`config.mk`:
```
export PLATFORM = sky130hd
export DESIGN_NAME = mem_stage_io_ctrl
export DESIGN_NICKNAME = d
export VERILOG_FILES = /design/src/rtl/mem_io_pkg.sv /design/src/rtl/io_counter_bank.sv /design/src/rtl/mem_stage_io_ctrl.sv
export SDC_FILE = /design/constraint.sdc
export NUM_CORES = 1
export LEC_CHECK = 0
export BUFFER_PORTS_ARGS = -buffer_cell sky130_fd_sc_hd__buf_2
export CELL_PAD_IN_SITES_DETAIL_PLACEMENT = 1
export CELL_PAD_IN_SITES_GLOBAL_PLACEMENT = 2
export CORE_MARGIN = 2
export CORE_UTILIZATION = 38
export DETAILED_ROUTE_END_ITERATION = 8
export GPL_TIMING_DRIVEN = 1
export PLACE_DENSITY = 0.95
export SLEW_MARGIN = 20
export SYNTH_ARGS = -nofsm -noshare
export SYNTH_HDL_FRONTEND = slang
export SYNTH_SLANG_ARGS = --single-unit
```
`constraint.sdc`:
```
create_clock -name clk -period 3.2 [get_ports clk]
set_input_delay 0.48 -clock clk [delete_from_list [all_inputs] [get_ports clk]]
set_output_delay 0.48 -clock clk [all_outputs]
set_load 0.01 [all_outputs]
```
`src/rtl/mem_io_pkg.sv`:
```
// Purpose: shared encodings for the memory-stage IO controller: writeback and
//          memory-select codes, RV32 opcodes, IO register offsets and default
//          MMIO addresses, plus the opcode decode helper.
// Ports:   none (package).
package mem_io_pkg;

  localparam int unsigned XLEN      = 32;
  localparam int unsigned CNT_IDX_W = 3;   // enough to index up to 8 counters

  // Writeback source select
  localparam logic [1:0] WB_MEM = 2'd0;
  localparam logic [1:0] WB_ALU = 2'd1;
  localparam logic [1:0] WB_PC4 = 2'd2;

  // Memory target select
  localparam logic [1:0] MSEL_DMEM = 2'd0;
  localparam logic [1:0] MSEL_BIOS = 2'd1;
  localparam logic [1:0] MSEL_IO   = 2'd2;

  // Address region tags in addr[31:28]
  localparam logic [3:0] BIOS_REGION = 4'h4;
  localparam logic [3:0] IO_REGION   = 4'h8;

  // UART register offsets from IO_BASE
  localparam logic [XLEN-1:0] IO_OFF_STATUS = 32'h0000_0000;
  localparam logic [XLEN-1:0] IO_OFF_RX     = 32'h0000_0004;
  localparam logic [XLEN-1:0] IO_OFF_TX     = 32'h0000_0008;

  // Default MMIO map
  localparam logic [XLEN-1:0] DEF_IO_BASE      = 32'h8000_0000;
  localparam logic [XLEN-1:0] DEF_CNT_RST_ADDR = 32'h8000_0018;
  localparam logic [XLEN-1:0] DEF_CNT_BASE     = 32'h8000_0020;

  // RV32 major opcodes
  localparam logic [6:0] OPC_R      = 7'b0110011;
  localparam logic [6:0] OPC_IMM    = 7'b0010011;
  localparam logic [6:0] OPC_AUIPC  = 7'b0010111;
  localparam logic [6:0] OPC_LUI    = 7'b0110111;
  localparam logic [6:0] OPC_LOAD   = 7'b0000011;
  localparam logic [6:0] OPC_STORE  = 7'b0100011;
  localparam logic [6:0] OPC_BRANCH = 7'b1100011;
  localparam logic [6:0] OPC_JAL    = 7'b1101111;
  localparam logic [6:0] OPC_JALR   = 7'b1100111;
  localparam logic [6:0] OPC_CSR    = 7'b1110011;

  typedef struct packed {
    logic       reg_we;
    logic [1:0] wb_sel;
    logic       is_load;
    logic       is_store;
  } dec_t;

  // Opcode -> writeback controls; unknown opcodes behave like STORE/BRANCH (no write)
  function automatic dec_t decode_op(input logic [6:0] opc);
    dec_t d;
    d.reg_we   = 1'b0;
    d.wb_sel   = WB_ALU;
    d.is_load  = 1'b0;
    d.is_store = 1'b0;
    case (opc)
      OPC_R, OPC_IMM, OPC_AUIPC, OPC_LUI: d.reg_we = 1'b1;
      OPC_LOAD: begin
        d.reg_we  = 1'b1;
        d.wb_sel  = WB_MEM;
        d.is_load = 1'b1;
      end
      OPC_JAL, OPC_JALR: begin
        d.reg_we = 1'b1;
        d.wb_sel = WB_PC4;
      end
      OPC_STORE: d.is_store = 1'b1;
      default: ;
    endcase
    return d;
  endfunction

endpackage

```
`src/rtl/io_counter_bank.sv`:
```
// Purpose: bank of NUM_CNT free-running perf counters. Counter 0 counts every
//          cycle, counter k>0 counts i_evt[k]. Synchronous clear beats increment.
// Ports:   clk, rst_n       clock / async active-low reset
//          i_clr            clear all counters next cycle
//          i_evt            per-cycle event pulses (bit 0 ignored)
//          i_rd_idx         counter index to read
//          o_rd_data_c      selected counter zero-extended to 32 (0 if out of range)
module io_counter_bank
  import mem_io_pkg::*;
#(
  parameter int unsigned NUM_CNT = 4,
  parameter int unsigned CNT_W   = 32
) (
  input  logic                 clk,
  input  logic                 rst_n,
  input  logic                 i_clr,
  input  logic [NUM_CNT-1:0]   i_evt,
  input  logic [CNT_IDX_W-1:0] i_rd_idx,
  output logic [XLEN-1:0]      o_rd_data_c
);

  logic [CNT_W-1:0]   r_cnt [NUM_CNT];
  logic [NUM_CNT-1:0] w_inc;

  // Counter 0 is the cycle counter, so its event is tied high
  always_comb begin
    w_inc    = i_evt;
    w_inc[0] = 1'b1;
  end

  // Counters keep running through pipeline stalls
  always_ff @(posedge clk or negedge rst_n) begin
    if (!rst_n) begin
      for (int k = 0; k < int'(NUM_CNT); k++) r_cnt[k] <= '0;
    end else if (i_clr) begin
      for (int k = 0; k < int'(NUM_CNT); k++) r_cnt[k] <= '0;
    end else begin
      for (int k = 0; k < int'(NUM_CNT); k++) begin
        if (w_inc[k]) r_cnt[k] <= r_cnt[k] + CNT_W'(1);
      end
    end
  end

  // Read mux
  always_comb begin
    o_rd_data_c = '0;
    for (int k = 0; k < int'(NUM_CNT); k++) begin
      if (i_rd_idx == CNT_IDX_W'(k)) o_rd_data_c = XLEN'(r_cnt[k]);
    end
  end

endmodule

```
`src/rtl/mem_stage_io_ctrl.sv`:
```
// Purpose: memory-stage control decode plus MMIO controller (UART TX holding
//          register, RX pop, perf counters). IO load data is registered so it
//          lines up with the synchronous DMEM read.
// Ports:   clk, rst_n                   clock / async active-low reset
//          inst_memory, mem_addr,       MEM-stage instruction, address,
//          store_data, mem_valid, stall store data, valid, pipeline stall
//          cnt_evt                      perf counter event pulses
//          uart_tx_*/uart_rx_*          UART byte handshakes
//          reg_we, wb_sel, load_type,   writeback/load controls (combinational)
//          byte_addr, mem_sel
//          io_rdata                     registered IO load data
module mem_stage_io_ctrl
  import mem_io_pkg::*;
#(
  parameter int unsigned    NUM_CNT      = 4,
  parameter int unsigned    CNT_W        = 32,
  parameter logic [31:0]    IO_BASE      = DEF_IO_BASE,
  parameter logic [31:0]    CNT_RST_ADDR = DEF_CNT_RST_ADDR,
  parameter logic [31:0]    CNT_BASE     = DEF_CNT_BASE
) (
  input  logic               clk,
  input  logic               rst_n,
  input  logic [31:0]        inst_memory,
  input  logic [31:0]        mem_addr,
  input  logic [31:0]        store_data,
  input  logic               mem_valid,
  input  logic               stall,
  input  logic [NUM_CNT-1:0] cnt_evt,
  input  logic               uart_tx_ready,
  input  logic               uart_rx_valid,
  input  logic [7:0]         uart_rx_data,
  output logic               uart_tx_valid,
  output logic [7:0]         uart_tx_data,
  output logic               uart_rx_ready,
  output logic               reg_we,
  output logic [1:0]         wb_sel,
  output logic [2:0]         load_type,
  output logic [1:0]         byte_addr,
  output logic [1:0]         mem_sel,
  output logic [31:0]        io_rdata
);

  dec_t                 w_dec;
  logic                 w_act;
  logic                 w_io_ld;
  logic                 w_io_st;
  logic                 w_hit_status;
  logic                 w_hit_rx;
  logic                 w_hit_tx;
  logic                 w_hit_cnt_rst;
  logic                 w_hit_cnt;
  logic [XLEN-1:0]      w_cnt_off;
  logic [CNT_IDX_W-1:0] w_cnt_idx;
  logic [XLEN-1:0]      w_cnt_rdata;
  logic [XLEN-1:0]      w_rd_mux;
  logic                 w_tx_push;
  logic                 w_tx_drop;
  logic                 w_unused_bits;

  logic                 r_tx_valid;
  logic [7:0]           r_tx_data;
  logic                 r_overrun;
  logic [XLEN-1:0]      r_io_rdata;

  // Fields of the instruction/store word this stage has no use for
  assign w_unused_bits = ^{store_data[31:8], inst_memory[31:15], inst_memory[11:7]};

  // Writeback / load decode
  always_comb begin
    w_dec     = decode_op(inst_memory[6:0]);
    reg_we    = w_dec.reg_we & mem_valid;
    wb_sel    = w_dec.wb_sel;
    load_type = w_dec.is_load ? inst_memory[14:12] : 3'd0;
    byte_addr = w_dec.is_load ? mem_addr[1:0] : 2'd0;
  end

  // Region select from the top address nibble
  always_comb begin
    mem_sel = MSEL_DMEM;
    case (mem_addr[31:28])
      BIOS_REGION: mem_sel = MSEL_BIOS;
      IO_REGION:   mem_sel = MSEL_IO;
      default:     mem_sel = MSEL_DMEM;
    endcase
  end

  // IO access qualification and address match
  always_comb begin
    w_act         = mem_valid & ~stall;
    w_io_ld       = w_act & w_dec.is_load  & (mem_sel == MSEL_IO);
    w_io_st       = w_act & w_dec.is_store & (mem_sel == MSEL_IO);
    w_hit_status  = (mem_addr == IO_BASE + IO_OFF_STATUS);
    w_hit_rx      = (mem_addr == IO_BASE + IO_OFF_RX);
    w_hit_tx      = (mem_addr == IO_BASE + IO_OFF_TX);
    w_hit_cnt_rst = (mem_addr == CNT_RST_ADDR);
    // Addresses below CNT_BASE wrap to a huge offset and miss the range check
    w_cnt_off     = mem_addr - CNT_BASE;
    w_hit_cnt     = (w_cnt_off[31:2] < 30'(NUM_CNT)) && (w_cnt_off[1:0] == 2'b00);
    w_cnt_idx     = w_cnt_off[CNT_IDX_W+1:2];
    w_tx_push     = w_io_st & w_hit_tx & ~r_tx_valid;
    w_tx_drop     = w_io_st & w_hit_tx & r_tx_valid;
    uart_rx_ready = w_io_ld & w_hit_rx & uart_rx_valid;
  end

  // IO read data mux; unmapped IO addresses read as zero
  always_comb begin
    w_rd_mux = '0;
    if (w_hit_status)   w_rd_mux = {29'd0, r_overrun, uart_rx_valid, ~r_tx_valid};
    else if (w_hit_rx)  w_rd_mux = {24'd0, uart_rx_data};
    else if (w_hit_cnt) w_rd_mux = w_cnt_rdata;
  end

  io_counter_bank #(
    .NUM_CNT (NUM_CNT),
    .CNT_W   (CNT_W)
  ) u_cnt (
    .clk         (clk),
    .rst_n       (rst_n),
    .i_clr       (w_io_st & w_hit_cnt_rst),
    .i_evt       (cnt_evt),
    .i_rd_idx    (w_cnt_idx),
    .o_rd_data_c (w_cnt_rdata)
  );

  // TX holding register: a byte arriving while one is pending is dropped
  always_ff @(posedge clk or negedge rst_n) begin
    if (!rst_n) begin
      r_tx_valid <= 1'b0;
      r_tx_data  <= 8'd0;
    end else if (w_tx_push) begin
      r_tx_valid <= 1'b1;
      r_tx_data  <= store_data[7:0];
    end else if (r_tx_valid && uart_tx_ready) begin
      r_tx_valid <= 1'b0;
    end
  end

  // Sticky overrun, cleared by a status read (the read returns the old value)
  always_ff @(posedge clk or negedge rst_n) begin
    if (!rst_n) begin
      r_overrun <= 1'b0;
    end else if (w_tx_drop) begin
      r_overrun <= 1'b1;
    end else if (w_io_ld && w_hit_status) begin
      r_overrun <= 1'b0;
    end
  end

  // IO load data, held between IO loads
  always_ff @(posedge clk or negedge rst_n) begin
    if (!rst_n) begin
      r_io_rdata <= '0;
    end else if (w_io_ld) begin
      r_io_rdata <= w_rd_mux;
    end
  end

  assign uart_tx_valid = r_tx_valid;
  assign uart_tx_data  = r_tx_data;
  assign io_rdata      = r_io_rdata;

endmodule

```
# ---- After elaboration in Yosys (flattened, before gate mapping)
# Cells that the tools add are included.
dict set report word_totals {
  regBits 170
  word_cells 80
  inputBits 114
  output_inout_bits 52
}
dict set report op_classes {
  reduce_logical 12
  n_mux 22
  n_addsub 5
  n_bitwise 14
  n_eq_ne 18
  n_lt_le_gt_ge 1
}
# op count
set ops {}
lappend ops {{32-bit 2-to-1 mux} 10}
lappend ops {{32-bit by 1-bit adder with 32-bit output (second input constant)} 4}
lappend ops {{32-bit equality test (second input constant)} 4}
lappend ops {{128-bit 2-to-1 mux} 1}
lappend ops {{32-bit subtractor (second input constant)} 1}
lappend ops {{30-bit by 3-bit < comparator with 1-bit output (second input constant)} 1}
lappend ops {{7-bit by 6-bit equality test with 1-bit output (second input constant)} 3}
lappend ops {{7-bit by 5-bit equality test with 1-bit output (second input constant)} 2}
lappend ops {{7-bit equality test (second input constant)} 2}
lappend ops {{1-bit AND} 12}
lappend ops {{2-bit nonzero test} 5}
lappend ops {{2-bit case mux with 2 select lines} 2}
lappend ops {{7-bit by 2-bit equality test with 1-bit output (second input constant)} 1}
lappend ops {{1-bit 2-to-1 mux} 7}
lappend ops {{7-bit OR reduction} 1}
lappend ops {{3-bit by 2-bit equality test with 1-bit output (second input constant)} 2}
lappend ops {{4-bit by 3-bit equality test with 1-bit output (second input constant)} 1}
lappend ops {{4-bit equality test (second input constant)} 1}
lappend ops {{3-bit by 1-bit equality test with 1-bit output (second input constant)} 1}
lappend ops {{1-bit logical AND} 3}
lappend ops {{3-bit zero test} 1}
lappend ops {{3-bit 2-to-1 mux} 1}
lappend ops {{2-bit equality test (second input constant)} 1}
lappend ops {{2-bit zero test} 1}
lappend ops {{other kinds (3)} 4}

# ---- Logic depth before layout (Yosys ltp)
dict set report depth {
  word_depth 9
  ltp_mapped 10
  mapped_depth_nobuf 8
}

# ---- Cells and area by module
# A second synthesis with hierarchy kept.
dict set report unflattened {
  hier_cells 1013
  area_unflattened_um2 9994.6
}
# module seq_area_each_um2 instances cells_per_inst area_each_um2
set modules_own_cells {}
lappend modules_own_cells {io_counter_bank 3203.1 1 763 7482.2}
lappend modules_own_cells {mem_stage_io_ctrl 1051.0 1 250 2512.4}

# ---- Worst setup path before layout
# No wires, ideal clock.
dict set report synth_path {
  path_kind {input port to flip-flop}
  startpoint {input port mem_addr[10]}
  endpoint {register r_io_rdata[0], in the netlist io_rdata[0]}
  path_stages 8
  setup_slack_ns 0.664
  n_path_buf 2
  arrival_ns 2.408
  required_ns 3.072
  cell_sequence {or4_4 or2_4 o2111a_1 or4_4 buf_6 buf_6 o2111ai_2 o22ai_2}
}
dict set report synth_between {
  elab_chain_len 6
  elab_cells_between_ends 8
}
# item line_no
set synth_rtl {}
lappend synth_rtl {{start, declared} mem_stage_io_ctrl.sv:24} ;# input logic [31:0] mem_addr,
lappend synth_rtl {{32-bit subtractor} mem_stage_io_ctrl.sv:97} ;# w_cnt_off = mem_addr - CNT_BASE;
lappend synth_rtl {{30-bit by 3-bit < comparator with 1-bit output} mem_stage_io_ctrl.sv:98} ;# w_hit_cnt = (w_cnt_off[31:2] < 30'(NUM_CNT)) && (w_cnt_off[1:0] == 2'b00);
lappend synth_rtl {{1-bit logical AND} mem_stage_io_ctrl.sv:98}
lappend synth_rtl {{32-bit 2-to-1 mux} mem_stage_io_ctrl.sv:110} ;# else if (w_hit_cnt) w_rd_mux = w_cnt_rdata;
lappend synth_rtl {{32-bit 2-to-1 mux} mem_stage_io_ctrl.sv:109} ;# else if (w_hit_rx) w_rd_mux = {24'd0, uart_rx_data};
lappend synth_rtl {{32-bit 2-to-1 mux *} mem_stage_io_ctrl.sv:108} ;# if (w_hit_status) w_rd_mux = {29'd0, r_overrun, uart_rx_valid, ~r_tx_valid};
lappend synth_rtl {{end signal, assigned} mem_stage_io_ctrl.sv:154} ;# r_io_rdata <= w_rd_mux;
lappend synth_rtl {{end, declared} mem_stage_io_ctrl.sv:63} ;# logic [XLEN-1:0] r_io_rdata;
# Every way passes the cells marked *; elsewhere a longest branch is shown, timed or not.
# A chain may end at the register's enable or synchronous reset.

# ---- Worst setup path after layout
dict set report layout_path {
  startpoint {input port mem_addr[14]}
  endpoint {output port uart_rx_ready}
}
dict set report layout_between {
  elab_chain_len 3
}
# item line_no
set layout_rtl {}
lappend layout_rtl {{32-bit equality test} mem_stage_io_ctrl.sv:93} ;# w_hit_rx = (mem_addr == IO_BASE + IO_OFF_RX);
lappend layout_rtl {{1-bit AND (2 in a row)} mem_stage_io_ctrl.sv:102} ;# uart_rx_ready = w_io_ld & w_hit_rx & uart_rx_valid;
lappend layout_rtl {{end, declared} mem_stage_io_ctrl.sv:34} ;# output logic uart_rx_ready,
# No other way between the ends.

==> qor.csv <==
metric;value;unit
status;completed;
dp_hpwl;18340;um
clk_path_buf_depth;2;
htreeDepth;4;
yosysSeqAreaShare;0.4630;
reg2regPathDepth;7;
clock_sinks;170;
crit_type;input pin to primary output;
r2r-start;u_cnt.r_cnt[32]$_DFFE_PN0P_;
cp-startpoint;mem_addr[14];
synthArstFlopShare;1.000;
synthDistinctLibCells;53;
io_pins;166;
initial_utilization;0.3891;
synth_ff_type;dfrtp_1;
syn_area;9189;um^2
maxSlewHeadroom;0.4759;
crit_end;uart_rx_ready;
min_period;2799;ps
drc;0;
die_area;25440;um^2
synth-seq-cells;170;
yosys_warnings;0;
cap_violations;0;
required;2720;ps
worstPathArrival;2320;ps
startpoint_type;input pin;
hold_ws;30.90;ps
grt_pass1_wl;42690;um
die_h;159.5;um
p_comb_frac;0.106;
path_buf_inv;2;
cts_tree;yes;
pwr-share-clk;0.408;
setup_slack;401.0;ps
io_buffers;118;
max_freq;357.3;MHz
synthTopCellsByCount;174 x nor2_1, 170 x dfrtp_1, 72 x nand3_1;
drive_gt1_frac;0.2190;
cts.clk_slew.worst_paths;70;ps
rsz0062_at_grt;false;
reg2reg_to;u_cnt.r_cnt[58]$_DFFE_PN0P_;
yosysMostFrequentCell;nor2_1;
clk_latency;430;ps
dp_cells;1343;
cts_buffers;17;
area_delta_synth_final;17.88;%
ir_drop;344.0;uV
powerDensity;469.2;nW/um^2
internal_power;3.705;mW
wl_per_cell;18.55;um
grt_pass1_vias;7950;
synth_nets;1039;
cpLargestDelayFamily;simple AND/OR/NAND/NOR gates;
final_cells;1374;
synth_edf_count;0;
syn_inst;920;
grtUsageTotal;0.2075;
slowest_stage;or4_4;
p_seq_frac;0.486;
max_stage_delay;570;ps
drt_iter0_drc;408;
synth_top_area_frac;0.4630;
overflow;0;
maxSlewViolCount;0;
cts_resized;0;
setup_viol;0;
switchingPower;1.378;mW
dr.pass1.iters;5;
reg2reg_slack;780;ps
clockRootBuffer;clkbuf_16;
holdBufCountCts;0;
yosys.area.top_type;dfrtp_1;
hold_violations;0;
crit_top_cell;buf_2;
vias_per_cell;5.431;
num-nets-final;1162;
worstMarginPinSlew;779.0;ps
die_x;159.5;um
p_sw_frac;0.2711;
critical_path.cell_chain;buf_2 -> or4_4 -> nor4_1 -> and4b_1 -> and3_1 -> buf_2;
rows;56;
final_antenna_net_count;0;
skew;10.99;ps
gp_congestion;0.8151;
post-place-ws;332.1;ps
wl;25480;um
crit_path_end_kind;primary output;
core;23610;um^2
antenna_cells;0;
antenna_found_initial;0;
setup_tns;0;ps
crit_fanout;4;
hp-class;input pin to asynchronous set/reset pin;
vias;7462;
fillers;2716;
synth_area_leaders;dfrtp_1 46%, mux4_2 7.8%, nor2_1 7.1%, xor2_1 6.2%, xnor2_1 6.0%;
grt_max_degree;79;
crit_cells;6;
synth_area_per_cell;9.988;um^2
post-route-period-util;0.8747;
postCtsSetupBuffers;0;
p_leak;4.772;nW
## cell type report
class                      instances  area [um^2]  area share
multi-input combinational        696         4697      0.4336
sequential                       170         4254      0.3927
timing repair buffer             142        839.6     0.07751
clock buffer                      18        439.2     0.04055
tap                              319        399.1     0.03685
clock inverter                    13        142.6     0.01317
inverter                          16        60.06    0.005545
## how the worst min path moves through the flow
stage / cells after the start / endpoint / slack (ps)
after floorplan: 0 / io_rdata[0]$_DFFE_PN0P_ / 180
after global placement: 2 / io_rdata[27]$_DFFE_PN0P_ / 460
after detailed placement: 2 / io_rdata[23]$_DFFE_PN0P_ / 480
after CTS: 1 / io_rdata[21]$_DFFE_PN0P_ / 50
after global routing: 1 / io_rdata[21]$_DFFE_PN0P_ / 60
final: 1 / io_rdata[21]$_DFFE_PN0P_ / 30
## power groups by stage
stage,logic [mW],registers (mW),clock network (mW)
after floorplan,0.370,2.43,0
final,0.539,2.47,2.07
after global placement,0.515,2.49,0
after global routing,0.612,2.49,2.20
after CTS,0.548,2.46,2.11
after detailed placement,0.541,2.50,0
## sequential cells by signal (all words and copies together) (netlist names)
| register | flops |
|---|---|
| uart_tx_data | 8 |
| uart_tx_valid | 1 |
| io_rdata | 32 |
| u_cnt.r_cnt | 128 |
| r_overrun | 1 |
## layout by cell type (no fill, tap or decap), types with 17 or more instances in the layout
master / netlist / layout
xor2_1: 65 / 65
mux4_2: 32 / 32
nor3_1: 29 / 28
nand2_1: 67 / 67
clkbuf_16: 0 / 17
buf_4: 0 / 19
buf_2: 15 / 117
nand4_1: 37 / 37
nand3_1: 72 / 72
xnor2_1: 63 / 63
nor2_1: 174 / 173
o21ai_1: 29 / 29
dfrtp_1: 170 / 170
and3_1: 19 / 19
## routing by layer
layer / wire [um] / track usage / vias to the layer above
met5: 0 / 0 / -
met4: 355 / 0.05537 / 0
met3: 670 / 0.03022 / 24
met2: 12870 / 0.3552 / 122
met1: 11590 / 0.2760 / 3829
li1: - / - / 3487
## worst register-to-register path: cells and delay by family, from the launching register on
kind | cells | cell delay [ps]
adders and majority gates | 1 | 220
xor gates and xnor gates | 1 | 140
DFF | 1 | 440
and+or+nand+nor | 5 | 1490
## stage by stage
step	total power, mW	utilization	cell area, um^2
floorplan	2.804	-	9189
CTS	5.122	0.4587	10830
global placement	3.006	0.4341	10250
detailed placement	3.042	0.4341	10250
finish	5.082	0.4587	10830
global route	5.304	0.4587	10830
## cell families (layout without fill, tap and decap cells)
group,Yosys count,count (layout),share of synthesized area
adder cells (fa/ha/maj),5,5,0.006808
AO/OA/AOI/OAI,55,55,0.03826
AND/OR/NAND/NOR,465,465,0.2511
XOR/XNOR,128,128,0.1220
buffers and inverters,54,189,0.02737
multiplexers,43,43,0.09150
flip-flops,170,170,0.4630
No activity file was read; power rests on OpenSTA's default activity.
